--- src/rtl/keypad_scan_debounce.sv ---
// 4x4 matrix keypad front end. It drives one column low at a time, locks onto the first
// pressed key, and reports a debounced hex code with a level valid flag.
module keypad_scan_debounce #(
  parameter int unsigned SCAN_DIV        = 1200,
  parameter int unsigned DEBOUNCE_CYCLES = 240000
) (
  input  logic       clk,
  input  logic       rst,
  input  logic [3:0] row_in,
  output logic [3:0] col_out,
  output logic [3:0] key_code,
  output logic       key_valid
);

  localparam int unsigned CNT_MAX = (SCAN_DIV > DEBOUNCE_CYCLES) ? SCAN_DIV : DEBOUNCE_CYCLES;
  localparam int unsigned CNT_W   = $clog2(CNT_MAX);
  localparam logic [CNT_W-1:0] SCAN_LAST = CNT_W'(SCAN_DIV - 1);
  localparam logic [CNT_W-1:0] DB_LAST   = CNT_W'(DEBOUNCE_CYCLES - 1);

  typedef enum logic [1:0] {
    S_SCAN       = 2'd0,
    S_DB_PRESS   = 2'd1,
    S_HELD       = 2'd2,
    S_DB_RELEASE = 2'd3
  } state_t;

  state_t           r_state;
  state_t           w_state_nxt;
  logic [3:0]       r_sync1;
  logic [3:0]       r_rs;
  logic [CNT_W-1:0] r_cnt;
  logic [CNT_W-1:0] w_cnt_nxt;
  logic [1:0]       r_col;
  logic [1:0]       w_col_nxt;
  logic [1:0]       r_lrow;
  logic [1:0]       w_lrow_nxt;
  logic [3:0]       r_col_out;
  logic [3:0]       r_key_code;
  logic [3:0]       w_key_code_nxt;
  logic             r_key_valid;
  logic             w_key_valid_nxt;
  logic             w_any_low;
  logic [1:0]       w_low_row;
  logic             w_lrow_high;
  logic             w_scan_wrap;

  function automatic logic [3:0] f_key_map(input logic [1:0] r, input logic [1:0] c);
    logic [3:0] code;
    case ({r, c})
      4'h0: code = 4'h1;  4'h1: code = 4'h2;  4'h2: code = 4'h3;  4'h3: code = 4'hA;
      4'h4: code = 4'h4;  4'h5: code = 4'h5;  4'h6: code = 4'h6;  4'h7: code = 4'hB;
      4'h8: code = 4'h7;  4'h9: code = 4'h8;  4'hA: code = 4'h9;  4'hB: code = 4'hC;
      4'hC: code = 4'hE;  4'hD: code = 4'h0;  4'hE: code = 4'hF;  4'hF: code = 4'hD;
      default: code = 4'h0;
    endcase
    return code;
  endfunction

  // Two-flop synchronizer. Idle rows read high.
  always_ff @(posedge clk or posedge rst) begin
    if (rst) begin
      r_sync1 <= 4'hF;
      r_rs    <= 4'hF;
    end else begin
      r_sync1 <= row_in;
      r_rs    <= r_sync1;
    end
  end

  // Lowest-index low row wins when several keys share a column.
  always_comb begin
    w_low_row = 2'd3;
    if (!r_rs[0])      w_low_row = 2'd0;
    else if (!r_rs[1]) w_low_row = 2'd1;
    else if (!r_rs[2]) w_low_row = 2'd2;
  end

  assign w_any_low   = ~&r_rs;
  assign w_lrow_high = r_rs[r_lrow];
  assign w_scan_wrap = (r_state == S_SCAN) && (r_cnt == SCAN_LAST);

  always_ff @(posedge clk or posedge rst) begin
    if (rst) r_state <= S_SCAN;
    else     r_state <= w_state_nxt;
  end

  always_comb begin
    w_state_nxt = r_state;
    case (r_state)
      S_SCAN:       if (w_scan_wrap && w_any_low) w_state_nxt = S_DB_PRESS;
      S_DB_PRESS:   if (w_lrow_high)              w_state_nxt = S_SCAN;
                    else if (r_cnt == DB_LAST)    w_state_nxt = S_HELD;
      S_HELD:       if (w_lrow_high)              w_state_nxt = S_DB_RELEASE;
      S_DB_RELEASE: if (!w_lrow_high)             w_state_nxt = S_HELD;
                    else if (r_cnt == DB_LAST)    w_state_nxt = S_SCAN;
      default:                                    w_state_nxt = S_SCAN;
    endcase
  end

  // The locked column is r_col itself: the column only advances on a return to scanning.
  always_comb begin
    w_cnt_nxt       = r_cnt + CNT_W'(1);
    w_col_nxt       = r_col;
    w_lrow_nxt      = r_lrow;
    w_key_code_nxt  = r_key_code;
    w_key_valid_nxt = r_key_valid;
    if ((w_state_nxt != r_state) || w_scan_wrap || (r_state == S_HELD)) w_cnt_nxt = '0;
    if ((w_scan_wrap && !w_any_low) || ((w_state_nxt == S_SCAN) && (r_state != S_SCAN)))
      w_col_nxt = r_col + 2'd1;
    if (w_scan_wrap && w_any_low) w_lrow_nxt = w_low_row;
    if ((r_state == S_DB_PRESS) && (w_state_nxt == S_HELD)) begin
      w_key_code_nxt  = f_key_map(r_lrow, r_col);
      w_key_valid_nxt = 1'b1;
    end
    if ((r_state == S_DB_RELEASE) && (w_state_nxt == S_SCAN)) w_key_valid_nxt = 1'b0;
  end

  always_ff @(posedge clk or posedge rst) begin
    if (rst) begin
      r_cnt       <= '0;
      r_col       <= 2'd0;
      r_lrow      <= 2'd0;
      r_col_out   <= 4'b1110;
      r_key_code  <= 4'h0;
      r_key_valid <= 1'b0;
    end else begin
      r_cnt       <= w_cnt_nxt;
      r_col       <= w_col_nxt;
      r_lrow      <= w_lrow_nxt;
      r_col_out   <= ~(4'b0001 << w_col_nxt);
      r_key_code  <= w_key_code_nxt;
      r_key_valid <= w_key_valid_nxt;
    end
  end

  assign col_out   = r_col_out;
  assign key_code  = r_key_code;
  assign key_valid = r_key_valid;

endmodule

--- config.mk ---
export PLATFORM = sky130hd
export DESIGN_NAME = keypad_scan_debounce
export DESIGN_NICKNAME = d
export VERILOG_FILES = /design/src/rtl/keypad_scan_debounce.sv
export SDC_FILE = /design/constraint.sdc
export NUM_CORES = 1
export LEC_CHECK = 0
export BUFFER_PORTS_ARGS = -buffer_cell sky130_fd_sc_hd__buf_4
export CAP_MARGIN = 10
export CORE_ASPECT_RATIO = 0.7
export CORE_MARGIN = 2
export CORE_UTILIZATION = 25
export CTS_CLUSTER_SIZE = 25
export DETAILED_ROUTE_END_ITERATION = 6
export PLACE_DENSITY = 0.41
export SLEW_MARGIN = 10
export SYNTH_ARGS = -nofsm -noshare
export SYNTH_HDL_FRONTEND = slang
export SYNTH_SLANG_ARGS = --single-unit
--- constraint.sdc ---
create_clock -name clk -period 4.2 [get_ports clk]
set_clock_uncertainty 0.1 [all_clocks]
set_input_delay 0.42 -clock clk [delete_from_list [all_inputs] [get_ports clk]]
set_output_delay 0.42 -clock clk [all_outputs]
set_load 0.03 [all_outputs]
==> results of run 1 <==
[per-stage QoR]
| step | cells | hold slack (ps) | utilization |
|---|---|---|---|
| CTS | 312 | 128 | 0.300 |
| detailed placement | 304 | 249 | 0.281 |
| floorplan | 196 | 245 | - |
| finish | 312 | 136 | 0.300 |
| global placement | 304 | 248 | 0.281 |
| global route | 312 | 123 | 0.300 |
[cell families after synthesis]
kind of cell	after synthesis
flops	41
buf+inv	16
mux	10
xor+xnor	17
compound gates	20
fa+ha+maj	5
simple gates	87
[final timing paths]
kind,start,endpoint,slack (ps),cells after the start
max,r_cnt[0],r_cnt[17],1800,6
min,row_in[0],r_sync1[0],140,1
max reg2reg,r_cnt[0],r_cnt[17],1800,6
min reg2reg,r_sync1[3],r_rs[3],260,0
max in group asynchronous,rst,r_rs[0],2940,3
min in group asynchronous,rst,r_lrow[0],230,2
[layer usage]
metal,part of all wire,track usage,wire length (um)
met3,0.044,0.0302,180
met2,0.36,0.122,1500
met4,0.0097,0.0439,40
met1,0.58,0.168,2410
met5,0,0,0
[state kept, by name, summed over array words and instances (netlist names)]
signal,count
r_cnt,18
col_out,4
key_code,4
r_rs,4
r_sync1,4
r_col,2
r_lrow,2
r_state,2
key_valid,1
[cell usage in the layout, fill, tap and decap left out, types with 6 or more instances in the layout]
| cell type | count |
|---|---|
| xor2_1 | 7 |
| nor2_1 | 30 |
| nand2_1 | 20 |
| dfstp_2 | 11 |
| xnor2_1 | 10 |
| buf_4 | 15 |
| inv_1 | 8 |
| dfrtp_1 | 30 |
| nand3_1 | 7 |
| nand4_1 | 7 |
| a21oi_1 | 6 |
[power by group through the flow]
stage / clock [W] / sequential, W / combinational, W
2_1_floorplan: 0 / 0.000411 / 0.00000894
3_3_place_gp: 0 / 0.000411 / 0.0000167
3_5_place_dp: 0 / 0.000411 / 0.0000165
4_1_cts: 0.000396 / 0.000404 / 0.0000165
5_1_grt: 0.000421 / 0.000405 / 0.0000185
6_report: 0.000383 / 0.000405 / 0.0000155
[area by class of cell]
type	instances	area share
sequential	41	0.437
tap	101	0.0531
multi-input combinational	139	0.388
clock buffer	5	0.0525
inverter	8	0.0126
timing repair buffer	15	0.0473
clock inverter	3	0.00946
[worst max-delay path: cells and delay by family, from the launching register on]
kind	cells	cell delay, ps
AO/OA/AOI/OAI	1	420
adder cells (fa/ha/maj)	1	230
flip-flops	1	390
AND/OR/NAND/NOR	4	1130
==> summary.txt, run 1 <==
CTS
  – Number of H-tree levels: 2
  – CTS buffer count: 5
  – Clock Tree Buf Depth: 2
  – CTS tree: yes
  – Post-CTS Hold Buffers: 0
  – Post-CTS sizing: 0
  – CTS sink count: 41
  – Clk Latency, worst-skew pair: 290 ps
  – Root buffer cell: clkbuf_16
  – Setup bufs post-CTS: 0
  – Clk pin slew, worst setup/hold paths: 60 ps

Power
  – Pwr dens: 337 nW/um^2
  – Max IR drop VDD: 0.179 mV
  – Sw Ratio: 0.217
  – Pleak: 0.994 nW
  – Combinational share of power: 0.019
  – Switch Pwr: 0.000174 W
  – Design Power: 0.000803 W
  – Sequential power share: 0.504
  – P_int: 0.000628 W
  – Clock share of power: 0.477

Yosys
  – Largest family of logic cells by synthesized area: simple AND/OR/NAND/NOR gates
  – Syn Inst Count: 196
  – Post-synth top cells: dfrtp_1 (30), nor2_1 (30), nand2_1 (20)
  – Post-synth top flop: dfrtp_1
  – Synth top area share: 0.363
  – Syn. warnings: 0
  – Yosys reg bits: 41
  – Number of flops mapped to enable cells by yosys: 0
  – Syn Nets: 207
  – Sequential-to-total area share from yosys stat: 0.503
  – Synth Area in Adders: 0.0303
  – Compound-Gate Fraction of Synth Area: 0.0611
  – Synth Area in Simple Gates: 0.226
  – Ranking of synthesized cells by area: dfrtp_1 (36%), dfstp_2 (14%), nor2_1 (5.4%)
  – Post-synth ARST share: 1.00
  – Cell taking the most area after synthesis: dfrtp_1
  – Post-synthesis mux area share: 0.0575
  – Post-synth cell types: 39
  – XOR/XNOR Fraction of Synth Area: 0.0720
  – Syn avg cell area: 10.5 um^2
  – Post-Syn Area: 2070 um^2

Cells and area
  – Fill cells: 796
  – Register area: 1040 um^2
  – Multi-input gate area: 925 um^2
  – Final Cell Area: 2380 um^2
  – Area growth from synthesis to layout: 15.2%
  – Fraction of layout cells with a size suffix above 1: 0.223
  – ANT cells: 0
  – Layout Nets: 221

Critical path
  – Critical Path Fanout Max: 18
  – Crit end category: flop
  – Max stage delay on crit path: 630 ps
  – Startpoint types: flop
  – WP data required: 4260 ps
  – CP arrival: 2460 ps
  – Slowest-stage cell, CP: or4_4
  – CP cell instances: ha_1 -> nand3_1 -> or4_4 -> nor2_2 -> o32a_2 -> nor2_1
  – Setup CP Type: flop to flop

Place
  – Buffers on Ports: 14
  – Total cell area at the placement stage: 2230 um^2
  – GPL Wtd Cong: 0.724
  – Pre-CTS setup slack: 1840 ps
  – HPWL Detailed: 2.96 mm

Min path
  – HP Class: input port to flop

Die
  – Core area: 7940 um^2
  – Die area: 9020 um^2
  – Core Rows: 27
  – Die X: 113 um
  – Initial Utilization: 0.260
  – Boundary Pins: 15
  – Die height: 80.1 um

STA
  – Fmax: 416 MHz
  – TNS Setup: 0 ps
  – Final WS setup: 1800 ps
  – Slew Viols, Final: 0
  – Setup violators final: 0
  – Slew HR: 0.414
  – Unrepaired setup endpoints after global routing: no
  – Final worst path period share: 0.572
  – Final worst path period need: 2400 ps
  – Worst-Margin Slew: 879 ps
  – Final hold vios: 0

Drt
  – Wire per inst: 13.3 um
  – DR vias: 1,390
  – Final wirelength: 4.13 mm
  – Starting DRC count in detailed routing: 117
  – # DRC: 0
  – DR vias/cell: 4.46
  – Drt first pass iters: 4
  – Detail Route Antenna Nets: 0

GRT
  – Total global-route track usage: 0.104
  – Grt total ovfl: 0
  – Vias in the first global route: 1,354
  – Antenna violations before repair: 0
  – First-pass GRT wire length: 7.25 mm
  – Largest net degree at the start of global routing: 24

Run status
  – Status: finished, final reports clean

Flow run
  – Max-cap viol count: 0
Note: power is estimated with default switching activity, not from simulation.
==> inputs of run 2 (changes only) <==
--- a/config.mk
+++ b/config.mk
@@ -12,7 +12,7 @@
 export CORE_UTILIZATION = 25
 export CTS_CLUSTER_SIZE = 25
 export DETAILED_ROUTE_END_ITERATION = 6
-export PLACE_DENSITY = 0.41
+export PLACE_DENSITY = 0.42
 export SLEW_MARGIN = 10
 export SYNTH_ARGS = -nofsm -noshare
 export SYNTH_HDL_FRONTEND = slang
==> constraint.sdc (replaced) <==
create_clock -name clk -period 2 [get_ports clk]
set_clock_uncertainty 0.1 [all_clocks]
set_input_delay 0.2 -clock clk [delete_from_list [all_inputs] [get_ports clk]]
set_output_delay 0.2 -clock clk [all_outputs]
set_load 0.03 [all_outputs]
==> run 2 against run 1 <==
The run now ends with setup timing left. Final cell count is 11% higher. Non-clock buffer count up 35. Sequential share of layout area fell by 4.8 points. Flip-flop and latch count unchanged. Routed wire length up 5.4%. Count of clock-buffer cells in the layout unchanged. Register-to-register slack got worse by 2000 ps. Utilization grew 3.7 points. Via count up 6.1%. First-iteration DRC count down 54%. Combinational power increased to 2.8 times the previous value. Die area unchanged. Largest power group unchanged.
==> summary.txt, run 2 (synthesis results as in run 1) <==
GRT
  – Largest net degree at the start of global routing: 42 (+75%)
  – First-pass GRT wire length: 7.67 mm (+5.8%)
  – Antenna violations before repair: 0 (unchanged)
  – Vias in the first global route: 1,489 (+10%)
  – Total global-route track usage: 0.109 (+0.00467)
  – Grt total ovfl: 0 (unchanged)

Die
  – Boundary Pins: 15 (unchanged)
  – Die area: 9020 um^2 (unchanged)
  – Core area: 7940 um^2 (unchanged)
  – Die height: 80.1 um (unchanged)
  – Die X: 113 um (unchanged)
  – Initial Utilization: 0.260 (unchanged)
  – Core Rows: 27 (unchanged)

Cells and area
  – Fill cells: 793 (-0.38%)
  – Commonest non-fill, non-tap cell in the layout: buf_4
  – ANT cells: 0 (unchanged)
  – Layout Nets: 256 (+16%)
  – Reg with most FFs: r_cnt
  – Multi-input gate area: 938 um^2 (+1.5%)
  – Fraction of layout cells with a size suffix above 1: 0.329 (+0.107)
  – Register area: 1040 um^2 (unchanged)
  – Max reg flops: 18 (unchanged)
  – Most frequent cells in the layout: buf_4 (44), dfrtp_1 (30), nor2_1 (29)
  – Area growth from synthesis to layout: 29.5%
  – Final Util: 0.337 (+0.0372)

Min path
  – HP Class: flop to flop

Place
  – HPWL Detailed: 3.20 mm (+8.2%)
  – Buffers on Ports: 14 (unchanged)
  – GPL Wtd Cong: 0.782 (+7.9%)

CTS
  – Clock Tree Buf Depth: 2 (unchanged)
  – Number of H-tree levels: 2 (unchanged)
  – Root buffer cell: clkbuf_16
  – CTS buffer count: 5 (unchanged)
  – CTS tree: yes
  – Clk Latency, worst-skew pair: 280 ps (about the same)
  – Clk pin slew, worst setup/hold paths: 60 ps (about the same)
  – CTS sink count: 41 (unchanged)

Power
  – Max IR drop VDD: 0.357 mV (+100%)
  – Design Power: 0.00168 W (+110%)
  – Switch Pwr: 0.000362 W (+110%)
  – P_int: 0.00132 W (+110%)
  – Pwr dens: 629 nW/um^2 (+87%)
  – Clock share of power: 0.470 (-0.007)
  – Sequential power share: 0.504 (about the same)
  – Pleak: 1.16 nW (+16%)
  – Combinational share of power: 0.025 (+0.006)
  – Sw Ratio: 0.215 (-0.00207)

STA
  – Final WS setup: -161 ps (-1960 ps)
  – Unrepaired setup endpoints after global routing: yes
  – Final worst path period need: 2160 ps (-243 ps)
  – Slew HR: 0.648 (+0.235)
  – Slew Viols, Final: 0 (unchanged)
  – Final hold vios: 0 (unchanged)
  – Setup violators final: 25 (+25)
  – Final worst path period share: 1.08 (+0.508)
  – Fmax: 463 MHz (+11%)
  – Worst-Margin Slew: 527 ps (-351 ps)

Drt
  – # DRC: 0 (unchanged)
  – DR vias/cell: 4.25 (-4.6%)
  – Wire per inst: 12.6 um (-5.2%)
  – Drt first pass iters: 4 (unchanged)
  – Detail Route Antenna Nets: 0 (unchanged)
  – DR vias: 1,475 (+6.1%)
  – Final wirelength: 4.36 mm (+5.4%)
  – Starting DRC count in detailed routing: 54 (-54%)

Critical path
  – Critical Path Fanout Max: 4 (-14)
  – Setup CP Type: flop to flop
  – CP arrival: 2230 ps (-230 ps)
  – WP data required: 2070 ps (-2190 ps)
  – Startpoint types: flop
  – Crit end category: flop

Run status
  – Status: complete, but fails checks
  – Failing checks: setup timing

Flow run
  – Max-cap viol count: 0 (unchanged)
[run 2: cell type report]
class,instances,share of cell area
Clock buffer,5,0.0468
Sequential cell,41,0.388
Timing Repair Buffer,50,0.150
Tap cell,101,0.0472
Inverter,8,0.0112
Clock inverter,3,0.00608
Multi-Input combinational cell,139,0.351
[run 2: power by group through the flow]
stage          Clock [W]  Sequential (W)  Combinational (W)
2_1_floorplan          0        0.000862          0.0000188
3_3_place_gp           0        0.000863          0.0000372
3_5_place_dp           0        0.000864          0.0000375
4_1_cts         0.000819        0.000849          0.0000450
5_1_grt         0.000865        0.000850          0.0000493
6_report        0.000792        0.000849          0.0000427
[run 2: routing by layer]
metal	global-route usage	wire length, um
met1	0.171	2510
met2	0.141	1670
met3	0.0249	131
met4	0.0402	40
met5	0	0
[run 2: path summary, 6_finish.rpt]
kind / start / to / slack [ps] / cells past startpoint
min in group asynchronous: rst / col_out[0] / 500 / 4
worst max register to register: r_cnt[9] / key_code[0] / -160 / 4
worst min-delay path: r_sync1[1] / r_rs[1] / 260 / 0
max in group asynchronous: rst / key_code[3] / 930 / 4
worst min register to register: r_sync1[1] / r_rs[1] / 260 / 0
worst max-delay path: r_cnt[9] / key_code[0] / -160 / 4
[run 2: through the flow]
step | hold WS, ps | instance area, um^2 | instances | TNS [ps] | setup WS (ps)
floorplan | 104 | 2070 | 196 | -2180 | -197
global placement | 209 | 2460 | 333 | -2190 | -141
detailed placement | 209 | 2460 | 333 | -2790 | -163
CTS | 256 | 2670 | 347 | -2780 | -164
global route | 259 | 2680 | 347 | -5390 | -240
finish | 256 | 2680 | 347 | -2890 | -161
[run 2: timing repair]
action / 4_1_cts / 5_1_grt
setup endpoints to repair: 28 / 30
buffers inserted: 1 / 0
endpoints found under the hold margin: 34 / 0
resized for setup: 3 / 1
pin swaps: 1 / 0
hold buffers: 5 / 0
[run 2: critical path, stage by stage, from the launching register on]
cell and delay [ps]:
dfrtp_1 380, or3_4 400, or4_4 560, nor4_4 240, mux2_2 370
==> inputs of run 3 (changes only) <==
--- a/config.mk
+++ b/config.mk
@@ -8,7 +8,6 @@
 export BUFFER_PORTS_ARGS = -buffer_cell sky130_fd_sc_hd__buf_4
 export CAP_MARGIN = 10
 export CORE_ASPECT_RATIO = 0.7
-export CORE_MARGIN = 2
 export CORE_UTILIZATION = 25
 export CTS_CLUSTER_SIZE = 25
 export DETAILED_ROUTE_END_ITERATION = 6
==> run 3 against run 2 <==
The flow still finishes with violations (setup timing). Fmax rose by 0.29%. Power rose by 0.95%. Clock power rose by 2%. Global-route usage rose by 0.44 points. Worst hold slack got worse by 0.68 ps. Design area rose by 1.7%. Sequential power barely moved. Register-to-register slack barely moved. Count of clock-buffer cells in the layout did not move.
==> summary.txt, run 3 (synthesis results as in run 1) <==
Critical path
  – CP arrival: 2220 ps (about the same)
  – Setup CP Type: flop to flop
  – Startpoint types: flop
  – Critical Path Fanout Max: 4 (unchanged)
  – WP data required: 2070 ps (about the same)
  – Crit end category: flop

Power
  – Max IR drop VDD: 0.332 mV (-7.1%)
  – Sequential power share: 0.499 (-0.005)
  – P_int: 0.00133 W (+0.84%)
  – Pwr dens: 625 nW/um^2 (-0.72%)
  – Sw Ratio: 0.216 (+0.000853)
  – Design Power: 0.00170 W (+0.95%)
  – Combinational share of power: 0.026 (about the same)
  – Clock share of power: 0.474 (+0.004)
  – Pleak: 1.17 nW (+0.97%)
  – Switch Pwr: 0.000367 W (+1.3%)

GRT
  – Vias in the first global route: 1,526 (+2.5%)
  – First-pass GRT wire length: 7.77 mm (+1.4%)
  – Largest net degree at the start of global routing: 28 (-33%)
  – Total global-route track usage: 0.113 (+0.00436)
  – Antenna violations before repair: 0 (unchanged)
  – Grt total ovfl: 0 (unchanged)

Drt
  – Starting DRC count in detailed routing: 66 (+22%)
  – DR vias: 1,519 (+3.0%)
  – Wire per inst: 12.0 um (-4.3%)
  – Final wirelength: 4.21 mm (-3.4%)
  – # DRC: 0 (unchanged)
  – Detail Route Antenna Nets: 0 (unchanged)
  – DR vias/cell: 4.34 (+2.1%)
  – Drt first pass iters: 4 (unchanged)

Die
  – Die area: 8640 um^2 (-4.2%)
  – Die X: 111 um (-1.8%)
  – Die height: 78.1 um (-2.5%)
  – Core Rows: 27 (unchanged)
  – Core area: 7940 um^2 (unchanged)
  – Initial Utilization: 0.260 (unchanged)
  – Boundary Pins: 15 (unchanged)

STA
  – Final worst path period need: 2150 ps (-6.22 ps)
  – Fmax: 464 MHz (+0.29%)
  – Slew Viols, Final: 0 (unchanged)
  – TNS Setup: -2930 ps (-48.8 ps)
  – Unrepaired setup endpoints after global routing: yes
  – Worst-Margin Slew: 384 ps (-144 ps)
  – Slew HR: 0.741 (+0.0922)
  – Final worst path period share: 1.08 (-0.00311)
  – Final hold vios: 0 (unchanged)
  – Setup violators final: 27 (+8.0%)
  – Final WS setup: -155 ps (+6.22 ps)

Cells and area
  – Multi-input gate area: 952 um^2 (+1.5%)
  – ANT cells: 0 (unchanged)
  – Commonest non-fill, non-tap cell in the layout: buf_4
  – Area growth from synthesis to layout: 31.7%
  – Reg with most FFs: r_cnt
  – Max reg flops: 18 (unchanged)
  – Most frequent cells in the layout: buf_4 (47), dfrtp_1 (30), nor2_1 (29)
  – Fill cells: 806 (+1.6%)
  – Final Cell Area: 2720 um^2 (+1.7%)
  – Register area: 1040 um^2 (unchanged)
  – Fraction of layout cells with a size suffix above 1: 0.337 (+0.00808)
  – Layout Nets: 259 (+1.2%)

Place
  – GPL Wtd Cong: 0.750 (-4.0%)
  – HPWL Detailed: 3.16 mm (-1.3%)
  – Buffers on Ports: 14 (unchanged)
  – Total cell area at the placement stage: 2490 um^2 (+0.91%)

CTS
  – Clk Latency, worst-skew pair: 280 ps (about the same)
  – Number of H-tree levels: 2 (unchanged)
  – CTS buffer count: 5 (unchanged)
  – Clock Tree Buf Depth: 2 (unchanged)
  – CTS sink count: 41 (unchanged)
  – CTS tree: yes
  – Clk pin slew, worst setup/hold paths: 60 ps (about the same)
  – Root buffer cell: clkbuf_16

Min path
  – HP Class: flop to flop

Run status
  – Status: complete, but fails checks
  – Failing checks: setup timing

Flow run
  – Max-cap viol count: 0 (unchanged)
==> run 3: worst max-delay path: stages (launching register included) <==
cell	delay, ps
dfrtp_1	380
or3_4	390
or4_4	560
nor4_4	250
mux2_2	370
==> run 3: power by group through the flow <==
stage / logic [W] / clock network (W) / registers [W]
CTS: 0.0000468 / 0.000848 / 0.000848
global route: 0.0000515 / 0.000884 / 0.000849
global placement: 0.0000388 / 0 / 0.000863
floorplan: 0.0000188 / 0 / 0.000862
detailed placement: 0.0000391 / 0 / 0.000863
finish: 0.0000446 / 0.000807 / 0.000849
==> run 3: final timing paths <==
path / slack [ps] / endpoint / startpoint / depth (start not counted)
min in group asynchronous: 440 / r_lrow[0] / rst / 4
worst max-delay path: -150 / key_code[0] / r_cnt[9] / 4
worst min-delay path: 260 / r_rs[2] / r_sync1[2] / 0
worst min register to register: 260 / r_rs[2] / r_sync1[2] / 0
max in group asynchronous: 830 / r_cnt[16] / rst / 5
worst max register to register: -150 / key_code[0] / r_cnt[9] / 4
==> run 3: repair_timing <==
item / in CTS / in global routing
pin swaps: 0 / 1
endpoints found under the setup margin: 29 / 30
buffers inserted: 0 / 1
endpoints found under the hold margin: 19 / 0
hold buffers: 5 / 0
gates resized for setup: 2 / 4
==> run 3: area by class of cell <==
cell class,count,share of cell area
sequential,41,0.382
multi-input combinational,139,0.350
timing repair buffer,53,0.155
tap,101,0.0464
clock buffer,5,0.0460
inverter,8,0.0110
clock inverter,3,0.00920
==> run 3: metrics by stage <==
step / instances / hold slack, ps / setup slack, ps / util
2_1_floorplan: 196 / 104 / -197 / -
3_3_place_gp: 336 / 194 / -147 / 0.313
3_5_place_dp: 336 / 200 / -173 / 0.313
4_1_cts: 349 / 257 / -158 / 0.339
5_1_grt: 350 / 259 / -234 / 0.343
6_report: 350 / 255 / -155 / 0.343
==> run 3: metal layers <==
metal,wire (um),up-vias,GRT usage
met3,117,4,0.0263
met5,0,-,0
met4,40,0,0.0280
li1,-,779,-
met1,2540,713,0.181
met2,1510,23,0.149
